## config.mk

```make
export PLATFORM = sky130hd
export DESIGN_NAME = adaptiv_array_ctrl
export DESIGN_NICKNAME = d
export VERILOG_FILES = /design/src/rtl/adaptiv_array_ctrl.sv
export SDC_FILE = /design/constraint.sdc
export NUM_CORES = 2
export LEC_CHECK = 0
export CAP_MARGIN = 20
export CELL_PAD_IN_SITES_DETAIL_PLACEMENT = 1
export CELL_PAD_IN_SITES_GLOBAL_PLACEMENT = 2
export CORE_MARGIN = 3
export CORE_UTILIZATION = 28
export CTS_CLUSTER_SIZE = 24
export DETAILED_ROUTE_END_ITERATION = 12
export PLACE_DENSITY = 0.67
export SYNTH_ARGS = -nofsm -noshare
export SYNTH_HDL_FRONTEND = slang
export SYNTH_SLANG_ARGS = --single-unit
```

## constraint.sdc

```tcl
create_clock -name clk -period 12.4 [get_ports clk]
set_clock_uncertainty 0.1 [all_clocks]
set_input_delay 1.86 -clock clk [delete_from_list [all_inputs] [get_ports clk]]
set_output_delay 1.86 -clock clk [all_outputs]
set_load 0.02 [all_outputs]
```

## src/rtl/adaptiv_array_ctrl.sv

```systemverilog
`timescale 1ns/1ps
`default_nettype none
// ============================================================================
// Module   : adaptiv_array_ctrl
// Purpose  : Tile sequencer for an output-stationary MAC systolic array.
//            Accepts one tile command (K, mode), then runs feed+flush with
//            skewed per-lane operand enables, then drains the stationary
//            results one row per accepted beat under downstream backpressure.
// Ports    : clk, rst                  - clock, synchronous active-high reset
//            cfg_valid/ready/k/mode    - tile command handshake
//            feed_stall                - operand source not ready
//            row_feed_en, col_feed_en  - per-lane operand pop enables
//            ctl_stat_bit, ctl_op2_select, ctl_out_select - array controls
//            out_valid/ready, out_row  - result row handshake and row index
//            busy, done                - status (done is a one-cycle pulse)
// Revision : 1.0 - initial release
// ============================================================================
module adaptiv_array_ctrl #(
    parameter int ROWS      = 64,
    parameter int COLS      = 16,
    parameter int K_WIDTH   = 16,
    parameter int ROW_IDX_W = $clog2(ROWS)
) (
    input  logic                 clk,
    input  logic                 rst,
    input  logic                 cfg_valid,
    output logic                 cfg_ready,
    input  logic [K_WIDTH-1:0]   cfg_k,
    input  logic                 cfg_mode,
    input  logic                 feed_stall,
    output logic [ROWS-1:0]      row_feed_en,
    output logic [COLS-1:0]      col_feed_en,
    output logic                 ctl_stat_bit,
    output logic                 ctl_op2_select,
    output logic                 ctl_out_select,
    output logic                 out_valid,
    input  logic                 out_ready,
    output logic [ROW_IDX_W-1:0] out_row,
    output logic                 busy,
    output logic                 done
);

    // Counter is one bit wider than K so the feed+flush span never wraps;
    // comparisons use one extra bit so lane windows (lane + K) cannot overflow.
    localparam int c_CW = K_WIDTH + 1;
    localparam int c_XW = K_WIDTH + 2;
    localparam logic [c_XW-1:0] c_FLUSH_M1 = c_XW'(ROWS + COLS - 2);
    localparam logic [c_CW-1:0] c_LAST_ROW = c_CW'(ROWS - 1);

    typedef enum logic [1:0] {
        S_IDLE  = 2'd0,
        S_FEED  = 2'd1,
        S_DRAIN = 2'd2,
        S_DONE  = 2'd3
    } state_t;

    state_t            r_state;
    state_t            w_state_nxt;
    logic [c_CW-1:0]   r_cnt;
    logic [c_CW-1:0]   w_cnt_nxt;
    logic [K_WIDTH-1:0] r_k;
    logic              r_mode;

    logic [c_XW-1:0]   w_cnt_x;
    logic [c_XW-1:0]   w_k_x;
    logic              w_feeding;
    logic              w_feed_last;
    logic              w_accept;

    assign w_cnt_x     = {1'b0, r_cnt};
    assign w_k_x       = {2'b00, r_k};
    assign w_feeding   = (r_state == S_FEED) && !feed_stall;
    // Last feed/flush step is cnt == K + ROWS + COLS - 2.
    assign w_feed_last = (w_cnt_x == (w_k_x + c_FLUSH_M1));
    assign w_accept    = (r_state == S_IDLE) && cfg_valid;

    // Lane i is active during steps [i, i+K): the skew lines the wavefront
    // up diagonally across the array.
    for (genvar r = 0; r < ROWS; r++) begin : g_row_en
        localparam logic [c_XW-1:0] c_R = c_XW'(r);
        assign row_feed_en[r] = w_feeding && (w_cnt_x >= c_R) && (w_cnt_x < (c_R + w_k_x));
    end

    for (genvar c = 0; c < COLS; c++) begin : g_col_en
        localparam logic [c_XW-1:0] c_C = c_XW'(c);
        assign col_feed_en[c] = w_feeding && (w_cnt_x >= c_C) && (w_cnt_x < (c_C + w_k_x));
    end

    always_ff @(posedge clk) begin
        if (rst) begin
            r_state <= S_IDLE;
            r_cnt   <= '0;
            r_k     <= '0;
            r_mode  <= 1'b0;
        end else begin
            r_state <= w_state_nxt;
            r_cnt   <= w_cnt_nxt;
            if (w_accept) begin
                r_k    <= cfg_k;
                r_mode <= cfg_mode;
            end
        end
    end

    always_comb begin
        w_state_nxt = r_state;
        w_cnt_nxt   = r_cnt;
        case (r_state)
            S_IDLE: begin
                if (cfg_valid) begin
                    w_cnt_nxt   = '0;
                    // A zero-length tile has nothing to feed or drain.
                    w_state_nxt = (cfg_k != '0) ? S_FEED : S_DONE;
                end
            end
            S_FEED: begin
                if (!feed_stall) begin
                    if (w_feed_last) begin
                        w_cnt_nxt   = '0;
                        w_state_nxt = S_DRAIN;
                    end else begin
                        w_cnt_nxt = r_cnt + 1'b1;
                    end
                end
            end
            S_DRAIN: begin
                if (out_ready) begin
                    w_cnt_nxt = r_cnt + 1'b1;
                    if (r_cnt == c_LAST_ROW) begin
                        w_state_nxt = S_DONE;
                    end
                end
            end
            S_DONE: begin
                w_state_nxt = S_IDLE;
            end
            default: begin
                w_state_nxt = S_IDLE;
            end
        endcase
    end

    assign cfg_ready      = (r_state == S_IDLE);
    assign busy           = (r_state != S_IDLE);
    assign done           = (r_state == S_DONE);
    assign out_valid      = (r_state == S_DRAIN);
    // Row index is only meaningful while draining; held at 0 otherwise.
    assign out_row        = out_valid ? r_cnt[ROW_IDX_W-1:0] : '0;
    // Array shifts its stationary results only on an accepted beat.
    assign ctl_stat_bit   = out_valid && out_ready;
    assign ctl_op2_select = busy && r_mode;
    assign ctl_out_select = busy && r_mode;

endmodule
`default_nettype wire
```

# After elaboration in Yosys (flattened, before gate mapping)
# Cells that the tools add are included.
# word_totals
ff_bits	36
inputBits	22
out_inout_bits	93
wordCells	359
# classes
n_addsub	65
n_lt_le_gt_ge	128
eq_ne	10
muxes	13
n_reduce_logical	139
# ops
cell	n
less-than comparator 17 bit	63
adder 6 x 16 -> 17 bit (first input constant)	32
>= comparator 17 x 6 -> 1 bit (second input constant)	32
adder 5 x 16 -> 17 bit (first input constant)	16
>= comparator 17 x 5 -> 1 bit (second input constant)	16
adder 4 x 16 -> 17 bit (first input constant)	8
>= comparator 17 x 4 -> 1 bit (second input constant)	8
logical AND 1 bit	132
adder 3 x 16 -> 17 bit (first input constant)	4
>= comparator 17 x 3 -> 1 bit (second input constant)	4
two-way mux 17 bit	4
one-hot mux 17 bit (3 select lines)	1
adder 2 x 16 -> 17 bit (first input constant)	2
>= comparator 17 x 1 -> 1 bit (second input constant)	2
>= comparator 17 x 2 -> 1 bit (second input constant)	2
adder 1 x 16 -> 17 bit (first input constant)	1
adder 16 x 7 -> 17 bit (second input constant)	1
adder 17 x 1 -> 17 bit (second input constant)	1
== test 17 bit	1
== test 17 x 6 -> 1 bit (second input constant)	1
less-than comparator 17 x 16 -> 1 bit	1
nonzero test 16 bit	1
two-way mux 2 bit	6
one-hot mux 2 bit (4 select lines)	1
other kinds (11)	15

# Longest topological paths before layout
# depth
ltp_word	5
depth_mapped	20
depth_no_buf	16

# Least setup slack after synthesis
# OpenSTA, ideal clock, no wires.
# synth_timing
path_type	register to output
start	register r_k[3]
end	output port row_feed_en[10]
t_arrival_ns	4.060
required_time_ns	10.440
setup_slack_ns	6.380
path_stages_with_launch	16
path_buffers	3
path_cell_list	dfxtp_1 clkbuf_1 buf_1 inv_1 ha_1 a21oi_1 nor2b_1 nand2_1 xnor2_1 ha_1 a21o_1 a21o_1 a2111oi_0 o221ai_1 a41oi_1 buf_4
# synth_between
elab_chain_cells	3
# synth_lines
element	line_no	text
start, declared	61	logic [K_WIDTH-1:0] r_k;
start signal, assigned	99	r_k <= cfg_k;
adder 4 x 16 -> 17 bit	n/a	
less-than comparator 17 bit	n/a	
logical AND 1 bit	n/a	
end, declared	31	output logic [ROWS-1:0] row_feed_en,
# Every way passes these cells.

# Worst setup path in the final report
# layout_timing
start	register r_k[8]
end	output port row_feed_en[28]
# layout_between
elab_chain_cells	3
# layout_lines
element	line_no	text
adder 5 x 16 -> 17 bit	81	assign row_feed_en[r] = w_feeding && (w_cnt_x >= c_R) && (w_cnt_x < (c_R + w_k_x));
less-than comparator 17 bit	81	
logical AND 1 bit	81	
# Every way passes these cells.

==> flow_summary.yaml <==
placed_design:
  io_buffer_count: 114
  detailed_place_hpwl_mm: 136
  place_congestion: 0.995
  pre_cts_slack_ps: 4040
  place_area_um2: 34600
logic_synthesis:
  synth_area_um2: 31600
  async_reset_ff_share_pct: 0
  synthCells: 4279
  synth-main-ff-cell: "dfxtp_1"
  synth.distinct_cells: 75
  yosysWarningCount: 0
  ys_seq_area_share_pct: 2.28
  synth_edf_count: 0
  ys_seq_elements: 36
  synth_area_per_cell_um2: 7.39
  syn-num-nets: 5169
drt:
  drt_iter0_drc: 3798
  antenna_left: 0
  vias: 34900
  wl_per_cell_um: 33.4
  vias_per_cell: 6.04
  firstDrtPassIters: 5
  route.detailed.drc: 0
  finalWirelength_mm: 193
clocking:
  cts_buffer_depth: 2
  clock-sinks: 36
  postCtsHoldBufs: 0
  htreeDepth: 2
  cts_made_buffers: 5
  path_clk_slew_ps: 60
  cts_tree: "yes"
  cts_root_buffer: "clkbuf_16"
  cts_resized: 0
  clkLatencyLatePin_ps: 300
  cts_setup_buffers: 0
sta:
  worst_pin_slew_ps: 1270
  maxSlewViolCount: 0
  finalCritPeriodShare_pct: 72.2
  finalSetupTns_ps: 0
  rsz0062_at_grt: "false"
  whs_ps: 362
  min_period_ps: 8950
  finalHoldViolations: 0
  finalSetupViolCount: 0
  setup_slack_ps: 3450
  slew-limit-headroom_pct: 15.6
  max_freq_mhz: 112
grt:
  grt.overflow.total: 0
  antenna_found_initial: 14
  grt_use_total_pct: 32.0
  grt_max_degree: 53
  grt_pass1_vias: 34800
  grt_pass1_wl_mm: 270
job:
  maxCapViolations: 0
floorplan:
  rows: 122
  core_area_um2: 111000
  die_h_um: 342
  initial_core_util_pct: 28.4
  io_pins: 115
  die_w_um: 342
  fp.dieArea_um2: 117000
finish:
  seqCellArea_um2: 806
  fin_nets: 5172
  fillCellCount: 13600
  syn_to_final_growth_pct: 10.2
  final_cell_area_um2: 34800
  layout-drive-gt1-share_pct: 4.67
  multi_input_area_um2: 29400
worst_setup_path:
  worstPathMaxFanout: 29
  required_ps: 10440
  criticalPathCategory: "reg -> out"
  crit_arrival_ps: 6990
  cp-end-kind: "output port"
  startpoint_type: "flip-flop"
run_status:
  status: "finished clean"
min_path:
  hold_path.class: "reg -> reg"
power:
  sequentialPowerShare_pct: 9.6
  p_comb_share_pct: 84.6
  intPower_w: 0.000867
  p_sw_w: 0.00141
  p_leak_nw: 15.0
  p_clk_share_pct: 5.8
  powerDensity_nw_per_um2: 65.4
  peakVddDrop_v: 0.0000601
  switching_share_pct: 61.9
==> sequential cells by signal, summed over array words and instances, names as in the netlist <==
register and count:
r_k 16, r_cnt 17, r_mode 1, r_state 2
==> stage by stage <==
step           util [%]  cells  total power, W
6_report           31.3   5777         0.00228
2_1_floorplan         -   4279         0.00139
5_1_grt            31.3   5773         0.00243
3_3_place_gp       31.1   5757         0.00206
4_1_cts            31.3   5768         0.00223
3_5_place_dp       31.1   5760         0.00208
==> power groups by stage <==
stage | Combinational (W) | Clock, W | Sequential [W]
floorplan | 0.00125 | 0 | 0.000139
global placement | 0.00184 | 0 | 0.000216
detailed placement | 0.00187 | 0 | 0.000216
CTS | 0.00188 | 0.000137 | 0.000214
global route | 0.00207 | 0.000141 | 0.000216
finish | 0.00193 | 0.000133 | 0.000219
==> synthesized netlist by cell type, types with 4 or more instances <==
cell type  instances  area share [%]
o22ai_1            5           0.099
or3_1             22            0.44
xor2_1             7            0.19
and4_1             8            0.22
a211oi_1          30            0.71
nand2b_1          34            0.67
o21bai_1           8            0.19
nand4b_1           4            0.11
buf_2              8            0.13
nand3_1           77             1.2
xnor2_1          687              19
nand4_1          105             2.1
buf_4             22            0.52
ha_1             868              34
o211ai_1          32            0.76
a31o_2             7            0.19
o221ai_1           6            0.17
inv_1            134             1.6
a21boi_1           5            0.12
and2_1            18            0.36
nor4_1            22            0.44
nor3_1            71             1.1
a21oi_1          335             5.3
a31oi_1           27            0.53
o31ai_1           17            0.40
o2111ai_1         14            0.39
nor2b_1           70             1.4
a2111oi_0         35            0.97
inv_2              5           0.059
clkbuf_1         158             1.9
nor2_1           424             5.0
o21ai_1            5           0.079
a41oi_1           11            0.30
dfxtp_1           36             2.3
a221o_1            4            0.13
o21a_1            21            0.50
a211o_1           13            0.36
or4_1             11            0.26
nand2_1          359             4.3
buf_1             48            0.57
or2_2              8            0.16
a21o_1           189             4.5
and3_1            16            0.32
a221oi_1          13            0.36
o21ai_0          233             3.7
==> cell usage in the layout, fill, tap and decap left out, types with 18 or more instances in the layout <==
master	n
a2111oi_0	35
a211oi_1	30
a21o_1	189
a21oi_1	334
a31oi_1	27
and2_1	18
buf_4	115
clkdlybuf4s50_1	114
dfxtp_4	21
ha_1	867
inv_1	133
nand2_1	356
nand2b_1	33
nand3_1	76
nand4_1	105
nor2_1	419
nor2b_1	69
nor3_1	68
nor4_1	22
o211ai_1	32
o21a_1	21
o21ai_0	232
or3_1	21
xnor2_1	687
==> final cells by class <==
class	count	share of cell area (%)
Antenna cell	6	0.0431
Clock buffer	7	0.381
Clock inverter	1	0.0252
Inverter	139	1.50
Multi-Input combinational cell	3865	84.5
Sequential cell	36	2.31
Tap cell	1488	5.35
Timing Repair Buffer	235	5.91
==> worst max-delay path: stages, from the launching register on <==
cell and delay, ps:
dfxtp_4 670, buf_4 740, and2_1 560, nand2_1 510, nor2_1 900, nand2_1 670
nor2_1 280, xnor2_1 140, ha_1 270, a21oi_1 160, o22ai_1 100, a2111oi_0 530
nor3b_1 300, o211ai_1 120, nand2_1 80, clkdlybuf4s50_1 610
==> cell families (layout without fill, tap and decap cells) <==
group	count (synthesis)	in the layout	share of synthesized area (%)
buffers and inverters	378	382	4.81
adder cells (fa/ha/maj)	868	868	34.4
AND/OR/NAND/NOR	1262	1262	18.6
XOR/XNOR	695	695	19.3
AO/OA/AOI/OAI	1040	1040	20.7
other	0	6	0
flip-flops	36	36	2.28
==> path summary, 6_finish.rpt <==
kind / start / end / slack (ps) / depth (start not counted)
max reg2reg: r_k[3] / r_cnt[15] / 6100 / 16
min: r_mode / r_mode / 360 / 2
max: r_k[8] / row_feed_en[28] / 3450 / 15
min reg2reg: r_mode / r_mode / 360 / 2
==> per-layer routing <==
| layer | part of all wire, % | track usage, % | vias to the layer above |
|---|---|---|---|
| met3 | 8.2 | 5.12 | 530 |
| met1 | 42 | 42.1 | 17400 |
| li1 | - | - | 15300 |
| met2 | 42 | 49.2 | 1715 |
| met5 | 0.036 | 0 | - |
| met4 | 7.0 | 18.6 | 10 |
Power figures use the tool's default switching activity.
